`src/rtl/io_bank_exerciser.sv`:
```
// io_bank_exerciser: bring-up engine for a bank of bidirectional fabric IO cells.
// In PASS mode it registers the user design's pad data and enables. A WALK run
// drives a walking one across the unmasked pins. A READBACK run also samples
// the pads back through synchronisers and counts the steps that mismatch.
module io_bank_exerciser #(
    parameter int NUM_IO      = 31,
    parameter int SYNC_STAGES = 2,
    parameter int DIV_W       = 16,
    parameter int ERR_W       = 16,
    localparam int IDX_W      = (NUM_IO > 1) ? $clog2(NUM_IO) : 1
) (
    input  logic              clk,
    input  logic              rst_n,
    input  logic [1:0]        mode,
    input  logic              start,
    input  logic [DIV_W-1:0]  div,
    input  logic [NUM_IO-1:0] oeb_mask,
    input  logic [NUM_IO-1:0] user_out,
    input  logic [NUM_IO-1:0] user_oeb,
    input  logic [NUM_IO-1:0] io_in,
    output logic [NUM_IO-1:0] io_out,
    output logic [NUM_IO-1:0] io_oeb,
    output logic [NUM_IO-1:0] sync_in,
    output logic              busy,
    output logic              done,
    output logic [ERR_W-1:0]  err_count,
    output logic [IDX_W-1:0]  first_err_idx
);

    typedef enum logic [2:0] {
        S_IDLE,
        S_LOAD,
        S_DRIVE,
        S_CHECK,
        S_NEXT,
        S_FIN
    } state_t;

    typedef struct packed {
        logic             found;
        logic [IDX_W-1:0] idx;
    } find_t;

    // The dwell must outlast the synchroniser, so the limit (dwell minus one)
    // is never below SYNC_STAGES+1.
    localparam logic [DIV_W-1:0] MIN_LIM = DIV_W'(SYNC_STAGES + 1);

    // Lowest index >= lo whose bit in m is clear.
    function automatic find_t find_clear(input logic [NUM_IO-1:0] m, input int lo);
        find_t r;
        r.found = 1'b0;
        r.idx   = '0;
        for (int k = NUM_IO - 1; k >= 0; k--) begin
            if (k >= lo && !m[k]) begin
                r.found = 1'b1;
                r.idx   = IDX_W'(k);
            end
        end
        return r;
    endfunction

    function automatic logic [NUM_IO-1:0] one_hot(input logic [IDX_W-1:0] i);
        return NUM_IO'(1) << i;
    endfunction

    state_t             state, state_nx;
    logic [IDX_W-1:0]   idx, idx_nx;
    logic [DIV_W-1:0]   cnt;
    logic [DIV_W-1:0]   lim_l;
    logic [NUM_IO-1:0]  mask_l;
    logic               rb_l;
    logic               accept;
    logic [NUM_IO-1:0]  out_nx, oeb_nx;
    logic [NUM_IO-1:0]  mism;
    find_t              first_pin, next_pin, first_mism;

    logic [NUM_IO-1:0]  sync_q [SYNC_STAGES];

    // Per-bit synchroniser chain on the pad inputs, active in every mode.
    // NOTE: the chain array is reset too, so sync_in is 0 straight out of reset.
    always_ff @(posedge clk or negedge rst_n) begin
        if (!rst_n) begin
            for (int s = 0; s < SYNC_STAGES; s++) sync_q[s] <= '0;
        end else begin
            sync_q[0] <= io_in;
            for (int s = 1; s < SYNC_STAGES; s++) sync_q[s] <= sync_q[s-1];
        end
    end

    assign sync_in = sync_q[SYNC_STAGES-1];

    // Next-state, step index and next pad values for the sweep FSM.
    // NOTE: every variable gets a default first so no latch is inferred.
    always_comb begin
        state_nx   = state;
        idx_nx     = idx;
        accept     = 1'b0;
        out_nx     = '0;
        oeb_nx     = '1;
        first_pin  = find_clear(mask_l, 0);
        next_pin   = find_clear(mask_l, int'(idx) + 1);
        mism       = (sync_in ^ one_hot(idx)) & ~mask_l;
        first_mism = find_clear(~mism, 0);

        case (state)
            S_IDLE: begin
                if (start && (mode == 2'd1 || mode == 2'd2)) begin
                    accept   = 1'b1;
                    state_nx = S_LOAD;
                end
            end
            S_LOAD: begin
                if (first_pin.found) begin
                    idx_nx   = first_pin.idx;
                    state_nx = S_DRIVE;
                end else begin
                    state_nx = S_FIN;
                end
            end
            S_DRIVE: begin
                if (cnt == lim_l) state_nx = rb_l ? S_CHECK : S_NEXT;
            end
            S_CHECK: state_nx = S_NEXT;
            S_NEXT: begin
                if (next_pin.found) begin
                    idx_nx   = next_pin.idx;
                    state_nx = S_DRIVE;
                end else begin
                    state_nx = S_FIN;
                end
            end
            S_FIN:   state_nx = S_IDLE;
            default: state_nx = S_IDLE;
        endcase

        // Pads are registered from the state being entered, so they change
        // exactly on the state boundary.
        if (state == S_IDLE && !accept) begin
            out_nx = user_out;
            oeb_nx = user_oeb;
        end else if (state_nx == S_DRIVE) begin
            out_nx = one_hot(idx_nx);
            oeb_nx = mask_l;
        end else if (state_nx == S_CHECK || state_nx == S_NEXT) begin
            oeb_nx = mask_l;
        end
    end

    // State, run configuration, pad registers and readback results.
    // NOTE: sequential state uses non-blocking assignments only.
    always_ff @(posedge clk or negedge rst_n) begin
        if (!rst_n) begin
            state         <= S_IDLE;
            idx           <= '0;
            cnt           <= '0;
            lim_l         <= MIN_LIM;
            mask_l        <= '1;
            rb_l          <= 1'b0;
            io_out        <= '0;
            io_oeb        <= '1;
            busy          <= 1'b0;
            done          <= 1'b0;
            err_count     <= '0;
            first_err_idx <= '1;
        end else begin
            state  <= state_nx;
            idx    <= idx_nx;
            io_out <= out_nx;
            io_oeb <= oeb_nx;
            done   <= (state == S_FIN);

            if (state == S_DRIVE && cnt != lim_l) cnt <= cnt + 1'b1;
            else                                  cnt <= '0;

            if (accept) begin
                rb_l          <= (mode == 2'd2);
                mask_l        <= oeb_mask;
                lim_l         <= (div > MIN_LIM) ? div : MIN_LIM;
                busy          <= 1'b1;
                err_count     <= '0;
                first_err_idx <= '1;
            end else if (state == S_FIN) begin
                busy <= 1'b0;
            end

            // One error per failing step, however many pins disagree.
            if (state == S_CHECK && first_mism.found) begin
                if (err_count != '1)     err_count     <= err_count + 1'b1;
                if (first_err_idx == '1) first_err_idx <= first_mism.idx;
            end
        end
    end

endmodule

```
`config.mk`:
```
export PLATFORM = sky130hd
export DESIGN_NAME = io_bank_exerciser
export DESIGN_NICKNAME = d
export VERILOG_FILES = /design/src/rtl/io_bank_exerciser.sv
export SDC_FILE = /design/constraint.sdc
export NUM_CORES = 1
export LEC_CHECK = 0
export BUFFER_PORTS_ARGS = -buffer_cell sky130_fd_sc_hd__buf_2
export CORE_MARGIN = 2
export CORE_UTILIZATION = 55
export DETAILED_ROUTE_END_ITERATION = 16
export PLACE_DENSITY = 0.81
export RECOVER_POWER = 100
export SLEW_MARGIN = 20
export SYNTH_ARGS = -nofsm -noshare
export SYNTH_HDL_FRONTEND = slang
export SYNTH_SLANG_ARGS = --single-unit
```
`constraint.sdc`:
```
create_clock -name clk -period 5.05 [get_ports clk]
set_input_delay 1.01 -clock clk [delete_from_list [all_inputs] [get_ports clk]]
set_output_delay 1.01 -clock clk [all_outputs]
set_load 0.02 [all_outputs]
```
# Word-level counts from Yosys, hierarchy flattened
# Cells that the tools add are included.
[word_totals]
reg_bits = 219
inputBits = 145
out_inout_bits = 116
word_cells = 259
[classes]
add_sub_neg = 3
magnitude_cmp = 32
eq_ne = 14
n_shift = 2
mux = 119
bitwise = 4
n_reduce_logical = 71
[op_table]
columns = ["op", "count"]
rows = [
  ["$mux 6", 93],
  ["$mux 31", 5],
  ["$ge 5x6->1 const A", 15],
  ["$mux 16", 5],
  ["$not 31->31", 2],
  ["$shl 1x5->31 const A", 2],
  ["$ge 4x6->1 const A", 8],
  ["$logic_and 1x1->1", 35],
  ["$add 16x1->16 const B", 2],
  ["$logic_not 1->1", 32],
  ["$and 31x31->31", 1],
  ["$xor 31x31->31", 1],
  ["$mux 5", 5],
  ["$ge 3x6->1 const A", 4],
  ["$eq 16x16->1", 1],
  ["$gt 16x2->1 const B", 1],
  ["$ne 16x16->1", 1],
  ["$ne 16x16->1 const B", 1],
  ["$mux 3", 5],
  ["$pmux 3 s5", 1],
  ["$eq 3x2->1 const B", 4],
  ["$ge 1x6->1 const A", 2],
  ["$ge 2x6->1 const A", 2],
  ["$pmux 5 s2", 1],
  ["10 further kinds", 16],
]

# Longest topological paths before layout
# Gate-level depths: netlist of the first run.
[logic_depth]
word_depth = 41
depth_mapped = 15
mapped_depth_nobuf = 12

# Least setup slack after synthesis of the first run
# OpenSTA, ideal clock, no wires.
[synth_path]
path_type = "register -> register"
startpoint = "register idx[1]"
endpoint = "register io_out[26]"
setup_ps = 121
arrival_time_ps = 3332
t_required_ps = 4929
path_slack_ps = 1597
path_stages_with_launch = 15
path_buffers = 2
period_less_slack_ps = 3453
cell_sequence = "dfrtp_1 -> buf_2 -> inv_1 -> ha_1 -> clkbuf_1 -> nand2b_1 -> nor2_1 -> a21oi_1 -> o41a_1 -> or4_4 -> o31ai_4 -> nand3_2 -> o211ai_4 -> and4b_4 -> a22o_1"
[synth_via]
elab_chain_len = 39
elab_cells_between_ends = 103
classes_between = "add/sub: 1; order compare: 31; eq/ne: 1; shift: 1; mux: 38; reduce/logical: 31"
[synth_lines]
columns = ["element", "line", "source"]
rows = [
  ["start: declaration", "67", "logic [IDX_W-1:0] idx, idx_nx;"],
  ["start signal: assignment", "167", "idx <= idx_nx;"],
  ["$add 5x1->6 (*)", "101", "next_pin = find_clear(mask_l, int'(idx) + 1);"],
  ["$ge 5x6->1", "54", "if (k >= lo && !m[k]) begin"],
  ["$logic_and 1x1->1", "54", ""],
  ["$mux 6 (30 in a row)", "54", ""],
  ["$mux 6 (*)", "54", ""],
  ["$mux 5 (*)", "125", "if (next_pin.found) begin"],
  ["$pmux 5 s2 (*)", "105", "case (state)"],
  ["via idx_nx[0]", "67", ""],
  ["$shl 1x5->31 (*)", "63", "return NUM_IO'(1) << i;"],
  ["$mux 31 (*)", "141", "end else if (state_nx == S_DRIVE) begin"],
  ["$mux 31 (*)", "138", "if (state == S_IDLE && !accept) begin"],
  ["via out_nx[26]", "73", "logic [NUM_IO-1:0] out_nx, oeb_nx;"],
  ["end signal: assignment", "168", "io_out <= out_nx;"],
  ["end: declaration", "21", "output logic [NUM_IO-1:0] io_out,"],
]
# The timed path passes the listed nets; every way through them passes the cells marked *.
# A chain may end at the register's enable or synchronous reset.

# Worst setup path after layout of the first run
[layout_path]
startpoint = "register idx[4]"
endpoint = "register io_out[28]"
# The elaborated chain is that of the path after synthesis.

==> flow_summary.yaml, run 1 <==
global_route:
  grt_pass1_wl_mm: 50.09
  grt.overflow.total: 0
  antenna_found_initial: 0
  grt_pass1_vias: 9318
  grt_max_degree: 99
  grt.total_usage_pct: 28.81
worst_setup_path:
  r2r_slack_ns: 0.41
  setup.worst_path.start_class: "flop"
  r2r-start: "idx[4]"
  cp_max_fo: 33
  startpoint: "idx[4]"
  endpoint_kind: "flop"
  crit_type: "flop to flop"
  arrival_ns: 5.04
  critical_path_required_ns: 5.45
synthesis:
  synthSimpleGateAreaFrac_pct: 19.88
  yosys_most_used_dff: "dfrtp_1"
  synth_compound_area_share_pct: 19.23
  syn_inst: 1177
  yosysSeqAreaShare_pct: 48.69
  syn_area_um2: 11430
  synth.net_count: 1330
  yosysWarnings: 0
  syn-mean-instance-area_um2: 9.714
  synth_mux_area_share_pct: 0.08755
  synth_cell_type_count: 97
  synthAdderAreaFrac_pct: 0.8755
  ys_seq_elements: 219
  synth-xor-area-share_pct: 5.340
  async_reset_ff_share_pct: 100.0
  synth_top_family_by_area: "simple AND/OR/NAND/NOR gates"
  synth_edf_count: 0
routing:
  wire_per_inst_um: 19.57
  via_per_inst: 5.962
  vias: 9891
  dr.pass1.iters: 6
  drc: 0
  drtIter0Drc: 857
  wl_mm: 32.47
  ant_nets: 0
status:
  violations: "max-capacitance violations, max-slew violations"
  status: "finished with violations"
clock_network:
  cts_resized: 0
  cts_tree: "yes"
  htree_levels: 1
  cts.sinks: 219
  postCtsHoldBufs: 0
  post_cts_buffers: 0
  cts.path.max_buffers: 3
  cts_made_buffers: 22
  clk_latency_ns: 0.52
  cts-root-buf: "clkbuf_16"
  clk_pin_slew_worst_paths_ns: 0.06
sta:
  report.final.slew_viol_count: 210
  period_share_pct: 91.85
  fmax_mhz: 215.6
  finalSetupViolCount: 0
  tns_ns: 0
  skew_ns: 0.01784
  relSlewSlack_pct: -61.18
  fin_crit_ns: 4.638
  rsz0062_at_grt: "false"
  tightest_slew_ns: 2.418
  finalHoldViolations: 0
  fin_hold_ws_ns: 0.3460
power_and_ir_drop:
  p_leak_uw: 0.005539
  ir_drop_mv: 0.3806
  power_density_nw_per_um2: 623.2
floorplanning:
  core_area_um2: 20300
  ioPinCount: 261
  fp-row-count: 52
  initial_core_util_pct: 56.32
  die-area_um2: 21960
  die-height_um: 148.2
  die_w_um: 148.2
hold_path:
  worstHoldPathType: "flop to flop"
  hp-start: "sync_q[50]"
finish:
  final_cell_mix: "180 x nand2_1, 150 x dfrtp_1, 143 x buf_2"
  final_nets: 1526
  diodes: 0
  drive_gt1_share_pct: 20.59
  finalInstanceArea_um2: 13140
  final_cells: 1659
  mostFrequentLayoutCell: "nand2_1"
  syn2layout_area_growth_pct: 14.90
placed_design:
  dp_hpwl_mm: 23.96
  place_congestion: 0.9742
  placed_cells: 1619
  port_buffers: 260
  place_area_um2: 12640
flow_run:
  maxCapViolations: 4
## critical path: stages, from the launching register on
cell and delay, ns:
dfrtp_1 1.02, nand4_1 0.33, a21oi_2 0.38, o21ai_0 0.25
a222oi_1 0.53, nand4_1 0.42, o31ai_4 0.61, nand3_1 0.22
o211ai_4 0.25, and4b_4 0.28, a22o_1 0.20
## kinds of logic (layout without fill, tap and decap cells)
logic type / after synthesis / after routing
simple gates: 447 / 447
compound gates: 304 / 304
flops: 219 / 219
buf+inv: 130 / 342
xor+xnor: 68 / 68
fa+ha+maj: 8 / 8
mux: 1 / 1
## synthesized netlist by cell type, types with 14 or more instances
master / count / share of area [%]
a21oi_1: 37 / 1.6
clkbuf_1: 43 / 1.4
nand4b_1: 14 / 1.1
o22ai_1: 17 / 0.93
nor2_1: 78 / 2.6
dfstp_2: 69 / 16
nand3_1: 32 / 1.4
buf_2: 20 / 0.88
dfrtp_1: 150 / 33
inv_1: 27 / 0.89
buf_4: 35 / 2.3
nand2_1: 181 / 5.9
o21ai_0: 69 / 3.0
a22o_1: 23 / 1.8
o22a_1: 35 / 2.7
xnor2_1: 46 / 3.5
nand4_1: 18 / 0.98
xor2_1: 20 / 1.5
nor3_1: 21 / 0.92
## power by group
part / internal (uW) / leakage [uW] / switching, uW / total, uW
Clock: 866 / 0.000335 / 661 / 1530
Combinational: 1280 / 0.00259 / 2240 / 3520
Sequential: 2460 / 0.00261 / 684 / 3140
Total: 4600 / 0.00554 / 3580 / 8190
## cell type report
cell class,count,area (um^2)
fillers,1768,7162
multi-input cells,828,5189
flip-flops and latches,219,5567
clock buffers,32,628.1
inverters,27,101.3
repair buffers,275,1262
well taps,270,337.8
clock inverters,8,52.55
## per-layer routing
| layer | routed length, um | track usage, % |
|---|---|---|
| met3 | 2617 | 3.804 |
| met4 | 1107 | 10.81 |
| met2 | 14410 | 44.17 |
| met5 | 0 | 0 |
| met1 | 14340 | 42.14 |
## final timing paths
kind                                     to  cells after the start
worst max-delay path             io_out[28]                     10
worst min-delay path            sync_in[19]                      0
worst max register to register   io_out[28]                     10
worst min register to register  sync_in[19]                      0
max in group asynchronous        io_out[15]                      2
min in group asynchronous        sync_q[59]                      1
## sequential cells by signal (all words and copies together) (netlist names), 3 cells and up
signal         flops
idx                5
sync_q            31
io_out            31
state              3
sync_in           31
cnt               16
err_count         16
lim_l             16
first_err_idx      5
io_oeb            31
mask_l            31
## through the flow
| stage | utilization, % | power [uW] | setup slack [ns] |
|---|---|---|---|
| finish | 64.72 | 8187 | 0.4117 |
| global route | 64.72 | 8646 | 0.1493 |
| floorplan | - | 5519 | 1.597 |
| CTS | 65.62 | 8212 | 0.6187 |
| global placement | 62.27 | 6615 | 0.7645 |
| detailed placement | 62.27 | 6664 | 0.5939 |
(Power assumes the default switching activity.)
==> inputs of run 2 (changes only) <==
BUFFER_PORTS_ARGS = default   (was -buffer_cell sky130_fd_sc_hd__buf_2)
DONT_BUFFER_PORTS = 1   (was default)
PLACE_DENSITY = 0.7   (was 0.81)
==> run 2 against run 1 <==
The flow still finishes with violations (max-capacitance violations, max-slew violations). Wire length fell by 4.9%. Clock skew fell by 0.00062 ns. First-iteration DRC count fell by 7.7%. Largest power group is now registers. Maximum frequency rose by 0.70%. Combinational power fell by 20%. Critical path depth rose by 1. Highest routed layer unchanged. Final cell count fell by 16%. Non-clock buffer count fell by 260. Setup slack improved by 0.032 ns. Register-to-register slack improved by 0.03 ns. Sequential power rose by 12%.
==> flow_summary.yaml, run 2 (same netlist as run 1, synthesis figures left out) <==
clock_network:
  clk_pin_slew_worst_paths_ns: 0.06
  cts.path.max_buffers: 3
  postCtsHoldBufs: 0
  cts_resized: 0
  htree_levels: 1
  clk_latency_ns: 0.52
  cts_made_buffers: 23
  cts_tree: "yes"
  post_cts_buffers: 0
  cts-root-buf: "clkbuf_16"
  cts.sinks: 219
worst_setup_path:
  worst-r2r-cell-count: 11
  setup.worst_path.start_class: "flop"
  endpoint_kind: "flop"
  crit_type: "flop to flop"
  r2r-end: "io_out[20]"
  r2r_slack_ns: 0.44
  cp_max_fo: 16
  r2r-start: "idx[0]"
  arrival_ns: 5.06
  critical_path_required_ns: 5.50
flow_run:
  maxCapViolations: 3
floorplanning:
  core_area_um2: 20300
  die-area_um2: 21960
  die_w_um: 148.2
  die-height_um: 148.2
  fp-row-count: 52
  ioPinCount: 261
  initial_core_util_pct: 56.32
finish:
  multiInputGateArea_um2: 5174
  ff_latch_area_um2: 5567
  final_core_utilization_pct: 59.01
  syn2layout_area_growth_pct: 4.760
  final_nets: 1267
  final_cell_mix: "181 x nand2_1, 150 x dfrtp_1, 78 x nor2_1"
  fillers: 1722
  mostFrequentLayoutCell: "nand2_1"
  diodes: 0
  drive_gt1_share_pct: 8.850
status:
  violations: "max-capacitance violations, max-slew violations"
  status: "finished with violations"
sta:
  tns_ns: 0
  fmax_mhz: 217.1
  finalHoldViolations: 0
  relSlewSlack_pct: -13.98
  setup_ws_ns: 0.4441
  skew_ns: 0.01721
  fin_crit_ns: 4.606
  tightest_slew_ns: 1.710
  report.final.slew_viol_count: 111
  period_share_pct: 91.21
  rsz0062_at_grt: "false"
  finalSetupViolCount: 0
routing:
  drtIter0Drc: 791
  wl_mm: 30.87
  dr.pass1.iters: 6
  vias: 8914
  drc: 0
  wire_per_inst_um: 22.05
  ant_nets: 0
  via_per_inst: 6.367
power_and_ir_drop:
  power_density_nw_per_um2: 659.3
  ir_drop_mv: 0.3704
  p_leak_uw: 0.004805
global_route:
  antenna_found_initial: 0
  grt_pass1_wl_mm: 47.78
  grt.overflow.total: 0
  grt.total_usage_pct: 27.64
  grt_max_degree: 220
  grt_pass1_vias: 8476
hold_path:
  worstHoldPathType: "primary input to async pin"
placed_design:
  pre_cts_slack_ns: 0.6826
  port_buffers: 0
  dp_hpwl_mm: 22.67
  place_congestion: 0.9665
run 2: power breakdown:
group	switching [uW]	total, uW	internal (uW)
registers	1080	3510	2430
logic	1700	2820	1120
clock network	656	1570	915
run 2: layer usage:
| metal | global-route usage [%] | wire [um] | up-vias |
|---|---|---|---|
| met3 | 6.963 | 3111 | 60 |
| li1 | - | - | 4087 |
| met4 | 7.857 | 797 | 0 |
| met1 | 38.73 | 13110 | 4322 |
| met5 | 0 | 0 | - |
| met2 | 42.96 | 13850 | 445 |
run 2: worst max-delay path, cell delays in order (launching register included):
cell	delay, ns
dfrtp_1	0.59
ha_1	0.61
and3b_1	0.31
and3_1	0.23
o21ai_0	0.20
a222oi_1	0.58
nand4_1	0.41
o31ai_4	0.58
nand3_1	0.15
o211ai_2	0.24
nor2b_1	0.43
a22o_1	0.19
run 2: per-stage QoR:
| step | instance area [um^2] | instances | hold slack, ns | power (uW) |
|---|---|---|---|---|
| global route | 11980 | 1400 | 0.1837 | 8357 |
| finish | 11980 | 1400 | 0.1990 | 7897 |
| floorplan | 11430 | 1177 | 0.3312 | 5519 |
| detailed placement | 11320 | 1359 | 0.3347 | 6362 |
| global placement | 11320 | 1359 | 0.3323 | 6331 |
| CTS | 12020 | 1400 | 0.1814 | 7968 |
run 2: final cells by class:
| class | count | area share, % |
|---|---|---|
| Timing Repair Buffer | 15 | 0.7835 |
| Clock inverter | 4 | 0.2194 |
| Clock buffer | 37 | 5.662 |
| Tap cell | 270 | 2.820 |
| Multi-Input combinational cell | 828 | 43.19 |
| Inverter | 27 | 0.8461 |
| Sequential cell | 219 | 46.47 |
run 2: worst max path at each step:
stage                     startpoint  cells past startpoint      endpoint  slack (ns)
after CTS                     idx[0]                     11     io_out[8]        0.66
after detailed placement      idx[0]                     11     io_out[8]        0.68
after floorplan               idx[1]                     14    io_out[26]        1.60
after global routing          idx[1]                     10  err_count[5]        0.19
after global placement        idx[0]                     12    io_out[28]        0.80
final                         idx[0]                     11    io_out[20]        0.44
